`src/rtl/wallace_final_adder_if.sv`:
```
// Handshake/bus bundle for wallace_final_adder.
//   in_valid/in_ready : operand-pair handshake from the reduction tree
//   row_s/row_c       : final sum row and weight-aligned carry row
//   out_valid/out_ready : result handshake to the consumer
//   product/cout      : (row_s + row_c) mod 2^WIDTH and carry out of bit WIDTH-1
// master = producer/consumer side, slave = the adder.
interface wallace_final_adder_if #(
  parameter int unsigned WIDTH = 16
);
  logic             in_valid;
  logic             in_ready;
  logic [WIDTH-1:0] row_s;
  logic [WIDTH-1:0] row_c;
  logic             out_valid;
  logic             out_ready;
  logic [WIDTH-1:0] product;
  logic             cout;

  modport master (
    output in_valid, row_s, row_c, out_ready,
    input  in_ready, out_valid, product, cout
  );

  modport slave (
    input  in_valid, row_s, row_c, out_ready,
    output in_ready, out_valid, product, cout
  );
endinterface

```
`src/rtl/wallace_final_adder.sv`:
```
// Final carry-propagate adder for a Wallace-tree multiplier. Adds the sum
// row and the carry row CHUNK bits per cycle (ripple across cycles), then
// holds the result until the consumer takes it.
//   clk   : clock, rising edge
//   rst_n : asynchronous active-low reset
//   bus   : wallace_final_adder_if.slave (operand and result handshakes)
// WIDTH must be an integer multiple of CHUNK.
module wallace_final_adder #(
  parameter int unsigned WIDTH = 16,
  parameter int unsigned CHUNK = 4
) (
  input  logic                clk,
  input  logic                rst_n,
  wallace_final_adder_if.slave bus
);

  localparam int unsigned NCHUNK = WIDTH / CHUNK;
  localparam int unsigned KW     = (NCHUNK > 1) ? $clog2(NCHUNK) : 1;
  localparam logic [KW-1:0] KLAST = KW'(NCHUNK - 1);

  typedef enum logic [1:0] {
    IDLE,
    ADD,
    HOLD
  } state_t;

  state_t           state_q, state_d;
  logic [WIDTH-1:0] s_q, c_q, product_q;
  logic [KW-1:0]    k_q;
  logic             carry_q, cout_q;
  logic [CHUNK:0]   csum;
  logic             last;

  // One chunk of the ripple: slice k of both captured rows plus running carry.
  always_comb begin
    csum = {1'b0, s_q[k_q*CHUNK +: CHUNK]}
         + {1'b0, c_q[k_q*CHUNK +: CHUNK]}
         + {{CHUNK{1'b0}}, carry_q};
  end

  assign last = (k_q == KLAST);

  always_ff @(posedge clk or negedge rst_n) begin
    if (!rst_n) state_q <= IDLE;
    else        state_q <= state_d;
  end

  always_comb begin
    state_d = state_q;
    case (state_q)
      IDLE:    if (bus.in_valid)  state_d = ADD;
      ADD:     if (last)          state_d = HOLD;
      HOLD:    if (bus.out_ready) state_d = IDLE;
      default: state_d = IDLE;
    endcase
  end

  always_ff @(posedge clk or negedge rst_n) begin
    if (!rst_n) begin
      s_q       <= '0;
      c_q       <= '0;
      product_q <= '0;
      k_q       <= '0;
      carry_q   <= 1'b0;
      cout_q    <= 1'b0;
    end else begin
      case (state_q)
        IDLE: begin
          if (bus.in_valid) begin
            s_q     <= bus.row_s;
            c_q     <= bus.row_c;
            k_q     <= '0;
            carry_q <= 1'b0;
          end
        end
        ADD: begin
          product_q[k_q*CHUNK +: CHUNK] <= csum[CHUNK-1:0];
          carry_q <= csum[CHUNK];
          k_q     <= k_q + 1'b1;
          if (last) cout_q <= csum[CHUNK];
        end
        default: ;
      endcase
    end
  end

  // Handshakes decode registered state only.
  assign bus.in_ready  = (state_q == IDLE);
  assign bus.out_valid = (state_q == HOLD);
  assign bus.product   = product_q;
  assign bus.cout      = cout_q;

endmodule

```
`src/flat_wrapper.sv`:
```
// flat-port wrapper written by rule: the top's interface ports become plain ports
module wallace_final_adder_flat 
#(
  parameter int unsigned WIDTH = 16,
  parameter int unsigned CHUNK = 4
)
  (clk, rst_n, bus_in_valid, bus_row_s, bus_row_c, bus_out_ready, bus_in_ready, bus_out_valid, bus_product, bus_cout);
  wallace_final_adder_if #(.WIDTH(WIDTH)) bus_i ();
  input  logic clk;
  input  logic rst_n;
  input wire logic [$bits(bus_i.in_valid)-1:0] bus_in_valid;
  input wire logic [$bits(bus_i.row_s)-1:0] bus_row_s;
  input wire logic [$bits(bus_i.row_c)-1:0] bus_row_c;
  input wire logic [$bits(bus_i.out_ready)-1:0] bus_out_ready;
  output wire logic [$bits(bus_i.in_ready)-1:0] bus_in_ready;
  output wire logic [$bits(bus_i.out_valid)-1:0] bus_out_valid;
  output wire logic [$bits(bus_i.product)-1:0] bus_product;
  output wire logic [$bits(bus_i.cout)-1:0] bus_cout;
  assign bus_i.in_valid = bus_in_valid;
  assign bus_i.row_s = bus_row_s;
  assign bus_i.row_c = bus_row_c;
  assign bus_i.out_ready = bus_out_ready;
  assign bus_in_ready = bus_i.in_ready;
  assign bus_out_valid = bus_i.out_valid;
  assign bus_product = bus_i.product;
  assign bus_cout = bus_i.cout;
  wallace_final_adder #(.WIDTH(WIDTH), .CHUNK(CHUNK)) u_core (.clk(clk), .rst_n(rst_n), .bus(bus_i));
endmodule
```
`config.mk`:
```
export PLATFORM = sky130hd
export DESIGN_NAME = wallace_final_adder_flat
export DESIGN_NICKNAME = d
export VERILOG_FILES = /design/src/rtl/wallace_final_adder_if.sv /design/src/rtl/wallace_final_adder.sv /design/src/flat_wrapper.sv
export SDC_FILE = /design/constraint.sdc
export NUM_CORES = 1
export LEC_CHECK = 0
export BUFFER_PORTS_ARGS = -buffer_cell sky130_fd_sc_hd__buf_2
export CORE_ASPECT_RATIO = 1.75
export CORE_MARGIN = 2
export CORE_UTILIZATION = 40
export CTS_BUF_LIST = sky130_fd_sc_hd__clkbuf_8
export DETAILED_ROUTE_END_ITERATION = 10
export PLACE_DENSITY = 0.73
export SYNTH_ARGS = -nofsm -noshare
export SYNTH_HDL_FRONTEND = slang
export SYNTH_SLANG_ARGS = --single-unit
```
`constraint.sdc`:
```
create_clock -name clk -period 5.55 [get_ports clk]
set_input_delay 1.11 -clock clk [delete_from_list [all_inputs] [get_ports clk]]
set_output_delay 1.11 -clock clk [all_outputs]
set_load 0.005 [all_outputs]
```
==> results.json, run 1 <==
{
  "r2r_slack_ns": 2.57,
  "power.leakage_nw": 1.36,
  "finalCritPeriodShare": 0.537,
  "endpoint": "u_core.bus.cout",
  "chipWidth_um": 63.5,
  "worstPathArrival_ns": 3.15,
  "ir_drop_v": 0.000238,
  "placedCellCount": 297,
  "cts_resized": 0,
  "grt_max_degree": 55,
  "vias": 1584,
  "setup_violations": 0,
  "final_area_sq_um": 2940,
  "dr_wl_met2_um": 2610,
  "path_clk_slew_ns": 0.09,
  "nets": 271,
  "syn_inst": 168,
  "drt_iter0_markers": 69,
  "seq_area_frac_synth": 0.546,
  "cts_buffers": 5,
  "gp_congestion": 0.798,
  "reg2reg_to": "u_core.bus.cout",
  "viasPerCell": 5.21,
  "synth-seq-cells": 54,
  "reg2reg_from": "u_core.k_q[0]",
  "max_freq_mhz": 336,
  "grtUsageTotal": 0.153,
  "synth_area_leaders": "dfrtp_1 (55%), mux2_2 (15%), mux4_2 (7.3%), ha_1 (4.5%), a22o_1 (3.9%)",
  "rows": 38,
  "placed_area_sq_um": 2820,
  "ys_warn_count": 0,
  "root_buffer": "clkbuf_8",
  "total_power_w": 0.00190,
  "gr-total-overflow": 0,
  "clk_latency_ns": 0.31,
  "die_area_sq_um": 6860,
  "fillCellCount": 604,
  "grt_pass1_wl_um": 7940,
  "critPathRequiredTime_ns": 5.72,
  "grt_setup_unrepaired": "false",
  "layout_common_cells": "buf_2 (54), dfrtp_1 (54), mux2_2 (32), a22o_1 (11), ha_1 (9)",
  "post_cts_buffers": 0,
  "relSlewSlack": 0.489,
  "cts_tree": "done",
  "cts_sinks": 54,
  "diodes": 0,
  "stdcell_count": 304,
  "wl_per_cell_um": 15.5,
  "synthesis.area_sq_um": 2480,
  "setup.worst_path.end_class": "flip-flop",
  "hold_path_class": "reg -> reg",
  "hpwl_um": 3640,
  "power_density_nw_per_um2": 648,
  "firstDrtPassIters": 4,
  "synth_top_cell_by_area": "dfrtp_1",
  "io_pins": 55,
  "post-route-drc-count": 0,
  "grt_pass1_vias": 1645,
  "maxUsedRoutingLayer": "met4",
  "setup_tns_ns": 0,
  "worstMarginPinSlew_ns": 0.767,
  "dr_wl_met3_um": 172,
  "skew_ns": 0.0119,
  "ys_types": 30,
  "r2r_cells": 6,
  "met1Wirelength_um": 1750,
  "postSynthAreaPerCell_sq_um": 14.7,
  "antenna_found_initial": 0,
  "start_util": 0.407,
  "cp_max_fo": 17,
  "worst_setup_path_start_kind": "flip-flop",
  "final_antenna_net_count": 0,
  "worstSetupPathType": "reg -> reg",
  "finalMaxSlewViolations": 0,
  "synth_top_area_frac": 0.546,
  "coreArea_sq_um": 6090,
  "syn_nets": 215,
  "wl_um": 4710,
  "postCtsHoldBufs": 0,
  "hold_viol": 0,
  "drive_gt1_frac": 0.473,
  "ctsHtreeMaxLevel": 2,
  "syn_to_final_growth_pct": 18.5,
  "fin_crit_ns": 2.98,
  "status": "finished, final reports clean",
  "clockBufferDepth": 2,
  "portBuffers": 54,
  "cap_violations": 0,
  "worstSetupStartpoint": "u_core.k_q[0]",
  "die_h_um": 108
}
worst min path at each step:
stage / endpoint / slack, ns / from / depth (start not counted)
after floorplan: u_core.bus.product[14] / 0.47 / u_core.bus.product[14] / 2
after global placement: u_core.bus.product[14] / 0.47 / u_core.bus.product[14] / 2
after detailed placement: u_core.bus.product[14] / 0.47 / u_core.bus.product[14] / 2
after CTS: u_core.bus.product[14] / 0.49 / u_core.bus.product[14] / 2
after global routing: u_core.bus.product[14] / 0.51 / u_core.bus.product[14] / 2
final: u_core.bus.product[14] / 0.48 / u_core.bus.product[14] / 2
power by group:
group / switching [W] / internal, W
logic: 0.000446 / 0.000477
registers: 0.000143 / 0.000572
clock network: 0.000120 / 0.000144
total: 0.000710 / 0.00119
stage by stage:
step | utilization | hold slack [ns] | setup WS [ns]
after floorplan | - | 0.473 | 2.89
after global placement | 0.464 | 0.468 | 2.58
after CTS | 0.482 | 0.488 | 2.53
final | 0.482 | 0.482 | 2.57
after global routing | 0.482 | 0.506 | 2.34
after detailed placement | 0.464 | 0.466 | 2.53
worst max-delay path, cell delays in order, from the launching register on:
cell and delay (ns):
dfrtp_1 0.85, mux4_2 0.61, fa_1 0.44, fa_1 0.46
a21o_1 0.20, a21oi_1 0.17, a31oi_1 0.11
state kept, by name (all words and copies together), names as in the netlist:
signal,cells
u_core.s_q,16
u_core.bus.cout,1
u_core.carry_q,1
u_core.k_q,2
u_core.state_q,2
u_core.c_q,16
u_core.bus.product,16
synth_stat cells, drive strengths merged:
master	number
a21oi	2
xor2	1
mux2	32
fa	2
nand3b	3
nor4	2
xnor2	1
mux4	8
clkbuf	1
nor2	4
o21ai	1
buf	6
nor2b	2
o21bai	2
a22o	11
ha	9
o22ai	1
a32o	4
a21o	1
nand2	8
or3	1
nor3b	1
nand2b	1
a31oi	1
or3b	2
o31ai	3
a211oi	1
dfrtp	54
inv	3
layout make-up:
type / count / area [sq um] / area share
clock buffer: 6 / 82.6 / 0.0281
tap: 80 / 100 / 0.0341
timing repair buffer: 56 / 285 / 0.0972
clock inverter: 1 / 30.0 / 0.0102
multi-input combinational: 104 / 1070 / 0.366
inverter: 3 / 11.3 / 0.00384
sequential: 54 / 1350 / 0.460
cell families after synthesis:
family / after synthesis / share of synthesized area
AOI/OAI and AO/OA: 27 / 0.0874
xor gates and xnor gates: 2 / 0.00708
adders and majority gates: 11 / 0.0616
buffers and inverters: 10 / 0.0222
DFF: 54 / 0.546
muxes: 40 / 0.218
and+or+nand+nor: 24 / 0.0576
layer usage:
layer,up-vias,global-route usage
met5,-,0
met4,0,0.0885
met3,13,0.0291
met2,51,0.274
met1,784,0.166
li1,736,-
Note: power is estimated with default switching activity, not from simulation.
==> inputs of run 2 (changes only) <==
PLACE_DENSITY = 0.75   (was 0.73)
clock period = 2.63 ns   (was 5.55 ns; I/O delays follow)
==> results.json, run 2 (same netlist as run 1, synthesis figures left out) <==
{
  "finalMaxSlewViolations": 0,
  "vias": 1602,
  "grtUsageMet2": 0.292,
  "root_buffer": "clkbuf_8",
  "setup.worst_path.end_class": "flip-flop",
  "nets": 276,
  "p_sw_frac": 0.382,
  "skew_ns": 0.00803,
  "viasPerCell": 5.17,
  "grt_max_degree": 37,
  "path_clk_slew_ns": 0.09,
  "status": "finished, final reports clean",
  "cts_tree": "done",
  "p_int_w": 0.00247,
  "firstDrtPassIters": 4,
  "grt_setup_unrepaired": "false",
  "worst_setup_path_start_kind": "flip-flop",
  "grtUsageMet3": 0.0312,
  "coreArea_sq_um": 6090,
  "clk_latency_ns": 0.30,
  "drt_iter0_markers": 49,
  "syn_to_final_growth_pct": 19.3,
  "hold_viol": 0,
  "grt-busiest-layer": "met2",
  "seq_power_share": 0.367,
  "layout_common_cells": "buf_2 (54), dfrtp_1 (53), mux2_2 (32), a22o_1 (11), ha_1 (9)",
  "chipWidth_um": 63.5,
  "ir_drop_v": 0.000534,
  "hpwl_um": 3930,
  "grt_pass1_wl_um": 8400,
  "post-route-drc-count": 0,
  "grt_pass1_vias": 1747,
  "setup_tns_ns": 0,
  "diodes": 0,
  "clockBufferDepth": 2,
  "ctsHtreeMaxLevel": 2,
  "cts_sinks": 54,
  "cap_violations": 0,
  "rows": 38,
  "portBuffers": 54,
  "start_util": 0.407,
  "gp_congestion": 0.849,
  "max_freq_mhz": 393,
  "worstMarginPinSlew_ns": 0.766,
  "setup_violations": 0,
  "power_switching_w": 0.00153,
  "die_area_sq_um": 6860,
  "gr-usage-met1": 0.172,
  "drive_gt1_frac": 0.487,
  "clockPowerShare": 0.115,
  "io_pins": 55,
  "cts_buffers": 5,
  "post_cts_buffers": 0,
  "total_power_w": 0.00400,
  "final_common_cell": "buf_2",
  "gr-total-overflow": 0,
  "relSlewSlack": 0.489,
  "power_density_nw_per_um2": 1360,
  "p_comb_frac": 0.517,
  "hold_path_class": "in -> async",
  "power.leakage_nw": 1.38,
  "antenna_found_initial": 0,
  "cts_resized": 0,
  "worstPathArrival_ns": 2.72,
  "final_antenna_net_count": 0,
  "fin_crit_ns": 2.54,
  "finalCritPeriodShare": 0.967,
  "wl_um": 4890,
  "die_h_um": 108,
  "postCtsHoldBufs": 0,
  "cp_max_fo": 7,
  "wl_per_cell_um": 15.8,
  "critPathRequiredTime_ns": 2.80,
  "grtUsageTotal": 0.163,
  "worstSetupPathType": "reg -> reg"
}
## run 2: cell types whose count changed in the layout (fill, tap and decap cells not counted)
cell / previous run / this run
buf_4: 2 / 7
bufinv_16: 1 / 0
clkinv_2: 0 / 1
dfrtp_1: 54 / 53
dfrtp_2: 0 / 1
inv_1: 3 / 4
## run 2: final timing paths
check | startpoint | end | slack [ns] | cells past startpoint
setup / recovery | u_core.k_q[0] | u_core.carry_q | 0.09 | 6
hold / removal | rst_n | u_core.c_q[10] | 0.29 | 1
setup reg to reg | u_core.k_q[0] | u_core.carry_q | 0.09 | 6
hold reg to reg | u_core.bus.product[6] | u_core.bus.product[6] | 0.49 | 2
max in group asynchronous | rst_n | u_core.bus.product[3] | 1.70 | 2
min in group clk | bus_row_c[0] | u_core.c_q[0] | 0.45 | 2
## run 2: final cells by class
| class | count | area (sq um) |
|---|---|---|
| Fill cell | 583 | 3130 |
| Sequential cell | 54 | 1350 |
| Multi-Input combinational cell | 104 | 1070 |
| Timing Repair Buffer | 61 | 323 |
| Tap cell | 80 | 100 |
| Clock buffer | 6 | 82.6 |
| Inverter | 3 | 11.3 |
| Clock inverter | 2 | 8.76 |
## run 2: power by group through the flow
stage / Clock (W) / Combinational [W] / Sequential [W]
floorplan: 0 / 0.00157 / 0.00140
global placement: 0 / 0.00201 / 0.00148
detailed placement: 0 / 0.00208 / 0.00150
CTS: 0.000473 / 0.00209 / 0.00148
global route: 0.000512 / 0.00230 / 0.00153
finish: 0.000462 / 0.00207 / 0.00147
## run 2: worst max-delay path, cell delays in order (launching register included)
cell,delay [ns]
dfrtp_2,0.47
mux4_2,0.54
fa_1,0.45
fa_1,0.45
a21o_1,0.20
a21oi_1,0.21
o22ai_1,0.11
## run 2: metal layers
layer	share of wire	up-vias
met3	0.038	16
met1	0.36	789
met2	0.55	45
met4	0.051	0
met5	0	-
li1	-	752
## run 2: stage by stage
step	setup slack, ns	instance area (sq um)	hold WS (ns)	utilization	cells
2_1_floorplan	0.0403	2480	0.230	-	168
5_1_grt	0.0155	2950	0.344	0.485	310
3_3_place_gp	0.135	2860	0.470	0.470	302
4_1_cts	0.0751	2950	0.312	0.485	310
6_report	0.0864	2950	0.288	0.485	310
3_5_place_dp	0.0924	2860	0.473	0.470	302
